**config.mk**
```make
export PLATFORM = sky130hd
export DESIGN_NAME = hex_display_sequencer
export DESIGN_NICKNAME = d
export VERILOG_FILES = /design/src/rtl/hex_display_sequencer.sv
export SDC_FILE = /design/constraint.sdc
export NUM_CORES = 1
export LEC_CHECK = 0
export ABC_CLOCK_PERIOD_IN_PS = 8400
export CAP_MARGIN = 20
export CORE_ASPECT_RATIO = 1.75
export CORE_MARGIN = 2
export CORE_UTILIZATION = 41
export CTS_BUF_LIST = sky130_fd_sc_hd__clkbuf_16
export DETAILED_ROUTE_END_ITERATION = 8
export PLACE_DENSITY = 0.91
export SLEW_MARGIN = 20
export SYNTH_ARGS = -nofsm -noshare
export SYNTH_HDL_FRONTEND = slang
export SYNTH_SLANG_ARGS = --single-unit
```
**constraint.sdc**
```tcl
create_clock -name clk -period 8.4 [get_ports clk]
set_input_delay 1.68 -clock clk [delete_from_list [all_inputs] [get_ports clk]]
set_output_delay 1.68 -clock clk [all_outputs]
set_load 0.01 [all_outputs]
```
**src/rtl/hex_display_sequencer.sv**
```systemverilog
// Shares the GPIO bus between the CPU and a sequencer that writes a 32-bit value
// as eight active-low 7-segment codes to HEX0..HEX7; CPU cycles always win the bus.
module hex_display_sequencer #(
    parameter logic [11:0] BASE_ADDR     = 12'h010,
    parameter bit          LEADING_BLANK = 1'b0
) (
    input  logic        clk,
    input  logic        reset,
    input  logic        cpu_cs_n,
    input  logic        cpu_rd_n,
    input  logic        cpu_wr_n,
    input  logic [11:0] cpu_addr,
    input  logic [31:0] cpu_wdata,
    input  logic        start,
    input  logic [31:0] value,
    output logic        busy,
    output logic        done,
    output logic        gpio_cs_n,
    output logic        gpio_rd_n,
    output logic        gpio_wr_n,
    output logic [11:0] gpio_addr,
    output logic [31:0] gpio_wdata
);

    typedef enum logic [1:0] {
        IDLE  = 2'd0,
        WRITE = 2'd1,
        DONE  = 2'd2
    } state_t;

    state_t      state_q, state_d;
    logic [2:0]  idx_q, idx_d;
    logic [31:0] val_q, val_d;
    logic        busy_q, done_q;

    logic        cpu_act;
    logic        seq_wr;
    logic [2:0]  msn;
    logic [3:0]  nib;
    logic [6:0]  seg_code;

    function automatic logic [6:0] seg7(input logic [3:0] n);
        case (n)
            4'h0: seg7 = 7'h40;
            4'h1: seg7 = 7'h79;
            4'h2: seg7 = 7'h24;
            4'h3: seg7 = 7'h30;
            4'h4: seg7 = 7'h19;
            4'h5: seg7 = 7'h12;
            4'h6: seg7 = 7'h02;
            4'h7: seg7 = 7'h78;
            4'h8: seg7 = 7'h00;
            4'h9: seg7 = 7'h10;
            4'hA: seg7 = 7'h08;
            4'hB: seg7 = 7'h03;
            4'hC: seg7 = 7'h46;
            4'hD: seg7 = 7'h21;
            4'hE: seg7 = 7'h06;
            default: seg7 = 7'h0E;
        endcase
    endfunction

    assign cpu_act = ~cpu_cs_n & (~cpu_rd_n | ~cpu_wr_n);

    // Highest nonzero nibble; a zero value keeps HEX0 lit so the display shows "0".
    always_comb begin
        msn = '0;
        for (int unsigned i = 1; i < 8; i++) begin
            if (val_q[4*i +: 4] != 4'h0) msn = 3'(i);
        end
    end

    assign nib      = val_q[{idx_q, 2'b00} +: 4];
    assign seg_code = (LEADING_BLANK && (idx_q > msn)) ? 7'h7F : seg7(nib);

    always_comb begin
        state_d = state_q;
        idx_d   = idx_q;
        val_d   = val_q;
        seq_wr  = 1'b0;
        case (state_q)
            IDLE: begin
                if (start) begin
                    val_d   = value;
                    idx_d   = '0;
                    state_d = WRITE;
                end
            end
            WRITE: begin
                if (!cpu_act) begin
                    seq_wr = 1'b1;
                    if (idx_q == 3'd7) state_d = DONE;
                    else               idx_d   = idx_q + 3'd1;
                end
            end
            DONE:    state_d = IDLE;
            default: state_d = IDLE;
        endcase
    end

    // Reset gates the sequencer off the bus in the same cycle it is asserted.
    always_comb begin
        gpio_cs_n  = cpu_cs_n;
        gpio_rd_n  = cpu_rd_n;
        gpio_wr_n  = cpu_wr_n;
        gpio_addr  = cpu_addr;
        gpio_wdata = cpu_wdata;
        if (seq_wr && !reset) begin
            gpio_cs_n  = 1'b0;
            gpio_rd_n  = 1'b1;
            gpio_wr_n  = 1'b0;
            gpio_addr  = BASE_ADDR + {7'b0, idx_q, 2'b00};
            gpio_wdata = {25'b0, seg_code};
        end
    end

    always_ff @(posedge clk) begin
        if (reset) begin
            state_q <= IDLE;
            idx_q   <= '0;
            val_q   <= '0;
            busy_q  <= 1'b0;
            done_q  <= 1'b0;
        end else begin
            state_q <= state_d;
            idx_q   <= idx_d;
            val_q   <= val_d;
            busy_q  <= (state_d != IDLE);
            done_q  <= (state_d == DONE);
        end
    end

    assign busy = busy_q;
    assign done = done_q;

endmodule

```
==> results.txt <==
The run finished with clean final reports. The average instance in the mapped netlist occupies 7.85 µm². The run gives 4840 µm as the final HPWL from detailed placement. For the largest net degree at the start of global routing, the log shows 48.

The startpoint-to-endpoint class of the critical path is in -> out. Global routing finished with a remaining overflow of 0. TritonCTS built the clock tree. Buffers placed on the I/O ports in this run total 130. The path class of the tightest hold or removal check is reg -> reg.

The via density per instance is 4.95, and the total number of vias is 2377. STA puts the critical path data required time at 6.72 ns. In this run the most critical hold path is launched from val_q[25]$_SDFFE_PP0P_. For the DRC marker count from the first detailed-route iteration, the log shows 69.

For the number of clock buffers inserted by TritonCTS, the log shows 5. Of all flip-flops after synthesis, the portion carrying an async set or reset was 0%. Clock-pin slew was measured on the worst setup and hold paths at 0.05 ns. The detailed-route wire length per cell is 13.0 µm.

The total negative setup slack came out at 0 ns. The run gives 0 as the count of yosys warnings during synthesis. STA classifies the critical path startpoint as an input pin.

The power per unit of standard cell area is 138 nW/µm², and the total count of hold-check failures in the final report is 0. Measured along the y axis, the die boundary spans 102 µm. The post-synthesis register bit count is 39. The share of the Yosys chip area taken by registers is 34.7%.

The timing startpoint of the critical path was reset. Predominant post-synthesis flop cell: sky130_fd_sc_hd__dfxtp_1. The count of antenna diodes in the layout was 0.

Of the total synthesized cell area, the portion taken by AND, OR, NAND and NOR gates is 28.3%. CTS built an H-tree with a depth of 2. The clock period minus worst slack was 5.94 ns. Of the post-synthesis cell area, the dominant cell type holds 34.7%. STA classifies the critical path endpoint as a primary output.

Routability-driven placement finished with a final weighted congestion of 0.767. In the final layout, the share of cells above drive strength 1 is 5.42%. The number of antenna violations at the first check in global routing is 0. The run gives 287 as the post-synthesis cell count.

The count of instances resized after the clock tree is built was 0. Clock skew on the completed layout was measured at 0.00121 ns. The run gives 6.34 ns as the setup slack on the worst flop-to-flop path. For this run, the post-layout net count is 495.

The area growth from synthesis to layout is 64.8%. The synthesized-area fraction occupied by xor and xnor cells came out at 0.389%. The worst register-to-register path begins at idx_q[0]$_SDFFE_PP0P_. The worst-case IR drop observed on VDD is 0.178 mV. The via count of the first global-routing pass came out at 2175.

For this run, the top clock speed supported by timing is 168 MHz. Fraction of the core area covered by cells at the end of the flow: 70.1%. The portion of netlist area occupied by mux cells was 13.9%; the clock sink total was 39. Counting along the longest clock path gives a buffer depth of 2.

The completed layout was analyzed and its total power is 0.000513 W. Of all cell types, the one taking the most synthesized area is sky130_fd_sc_hd__dfxtp_1. Setup violations remaining at the end of the flow were counted as 0. The tools report the cell chosen for the clock root as sky130_fd_sc_hd__clkbuf_16. The analysis attributes to cell leakage a power of 1.43 nW.

Data on the critical path arrives at its endpoint at 4.26 ns. The initialized floorplan defines 35 standard-cell rows. In this run the cell area of the synthesized design comes to 2250 µm².

After detailed routing, the number of remaining DRC violations is 0. The global router's overall resource usage is 20.4%. Post-CTS timing repair inserted 0 buffers for setup. The global-route wire length before repair came out at 9530 µm. The run gives 131 as the number of I/O pins. In this run the remaining antenna-violating nets after routing total 0. Post-synthesis compound-gate area fraction: 13.3%.

Of the available clock period, the critical path in the final layout requires 70.8%. In this run the horizontal extent of the chip is 60.0 µm. The number of iterations in the first detailed-routing pass came out at 4. For this run, the number of standard cells in the final layout without fillers is 480. By area, the combinational part of the netlist is dominated by simple AND/OR/NAND/NOR gates. After routing the design area is 3710 µm².

In the post-synthesis netlist, the biggest area contributors are sky130_fd_sc_hd__dfxtp_1, sky130_fd_sc_hd__nand2_1, sky130_fd_sc_hd__and2_1. The tools report the worst max-slew margin expressed relative to the limit as 48.0%. Setup repair after global routing left no endpoint under its margin. The tools report the post-detailed-placement cell area as 3570 µm². Count of cell types in the netlist: 30.

At the pin with the least slew margin, the transition time is 0.765 ns. The number of fillers in the final layout was 423. The final-report max-slew violation count came out at 0.

The number of synthesized flops with an enable pin was 0. The total wirelength of the detailed-routed design is 6250 µm, and the area of the core region is 5300 µm². The post-synth net total is 377. The post-cts hold buffer count is 0. The full die area came out at 6130 µm². The maximum fanout count along the critical path is 47. The later pin in the worst-skew pair is clocked with a latency of 0.27 ns.

The count of maximum capacitance violations is 0, and the starting density of the core is 42.5%. Including well taps, the total number of placed cells is 472. The synthesized netlist devotes 4.44% of its cell area to adder and majority cells.
-- state kept, by name (all words and copies together), names as in the netlist --
signal   cells
done         1
val_q       32
busy         1
state_q      2
idx_q        3
-- layout make-up --
type	count	area, µm²	area share [%]
clock buffer	5	125	3.37
inverter	5	18.8	0.506
tap	74	92.6	2.49
sequential	39	781	21.0
multi-input combinational	222	1370	36.8
timing repair buffer	132	1320	35.5
clock inverter	3	11.3	0.303
-- synth_stat cells, types with 3 or more instances --
| library cell | count |
|---|---|
| sky130_fd_sc_hd__and2_1 | 36 |
| sky130_fd_sc_hd__dfxtp_1 | 39 |
| sky130_fd_sc_hd__mux4_2 | 8 |
| sky130_fd_sc_hd__a31oi_1 | 3 |
| sky130_fd_sc_hd__nand2b_1 | 3 |
| sky130_fd_sc_hd__clkbuf_1 | 18 |
| sky130_fd_sc_hd__inv_1 | 5 |
| sky130_fd_sc_hd__ha_1 | 8 |
| sky130_fd_sc_hd__mux2i_1 | 9 |
| sky130_fd_sc_hd__o21ai_0 | 3 |
| sky130_fd_sc_hd__nor2_1 | 12 |
| sky130_fd_sc_hd__nor3_1 | 3 |
| sky130_fd_sc_hd__a21oi_1 | 36 |
| sky130_fd_sc_hd__nand2_1 | 82 |
-- layout by cell type (no fill, tap or decap), types with 5 or more instances in the layout --
cell type	count
sky130_fd_sc_hd__clkdlybuf4s50_1	130
sky130_fd_sc_hd__nand2_1	82
sky130_fd_sc_hd__dfxtp_1	39
sky130_fd_sc_hd__a21oi_1	36
sky130_fd_sc_hd__and2_1	36
sky130_fd_sc_hd__nor2_1	11
sky130_fd_sc_hd__mux2i_1	9
sky130_fd_sc_hd__mux4_2	8
sky130_fd_sc_hd__ha_1	8
sky130_fd_sc_hd__inv_1	6
sky130_fd_sc_hd__clkbuf_16	5
-- where the power goes --
group          switching (W)  internal [W]  leakage (nW)  total [W]
Combinational      0.0000540     0.0000855          1.04   0.000140
Clock              0.0000650      0.000107        0.0701   0.000172
Sequential        0.00000648      0.000195         0.320   0.000201
Total               0.000125      0.000387          1.43   0.000513
-- cells by family (layout without fill, tap and decap cells) --
logic type,after synthesis,after routing
adders and majority gates,8,8
AOI/OAI and AO/OA,53,53
DFF,39,39
and+or+nand+nor,140,140
buffers and inverters,26,145
muxes,20,20
xor gates and xnor gates,1,1
-- worst max-delay path, stage by stage --
cell and delay [ns]:
sky130_fd_sc_hd__clkdlybuf4s50_1 0.45, sky130_fd_sc_hd__buf_4 0.34, sky130_fd_sc_hd__or3_2 0.58, sky130_fd_sc_hd__a2111oi_0 0.13
sky130_fd_sc_hd__a311oi_1 0.44, sky130_fd_sc_hd__clkdlybuf4s50_1 0.62
-- layer usage --
metal	vias to the layer above	track usage, %	part of all wire [%]
met5	-	0	0
met3	14	4.56	9.8
li1	1186	-	-
met4	0	8.72	2.2
met1	1056	18.9	33
met2	121	40.0	55
-- path summary, 6_finish.rpt --
kind,endpoint,cells after the start
max,gpio_wdata[3],6
min,val_q[25]$_SDFFE_PP0P_,2
max reg2reg,idx_q[2]$_SDFFE_PP0P_,6
min reg2reg,val_q[25]$_SDFFE_PP0P_,2
-- metrics by stage --
| stage | hold slack (ns) | setup WS [ns] |
|---|---|---|
| 6_report | 0.452 | 2.46 |
| 5_1_grt | 0.471 | 2.26 |
| 3_3_place_gp | 0.440 | 2.19 |
| 2_1_floorplan | 0.433 | 3.92 |
| 4_1_cts | 0.453 | 2.14 |
| 3_5_place_dp | 0.446 | 2.16 |
(Power assumes the default switching activity.)
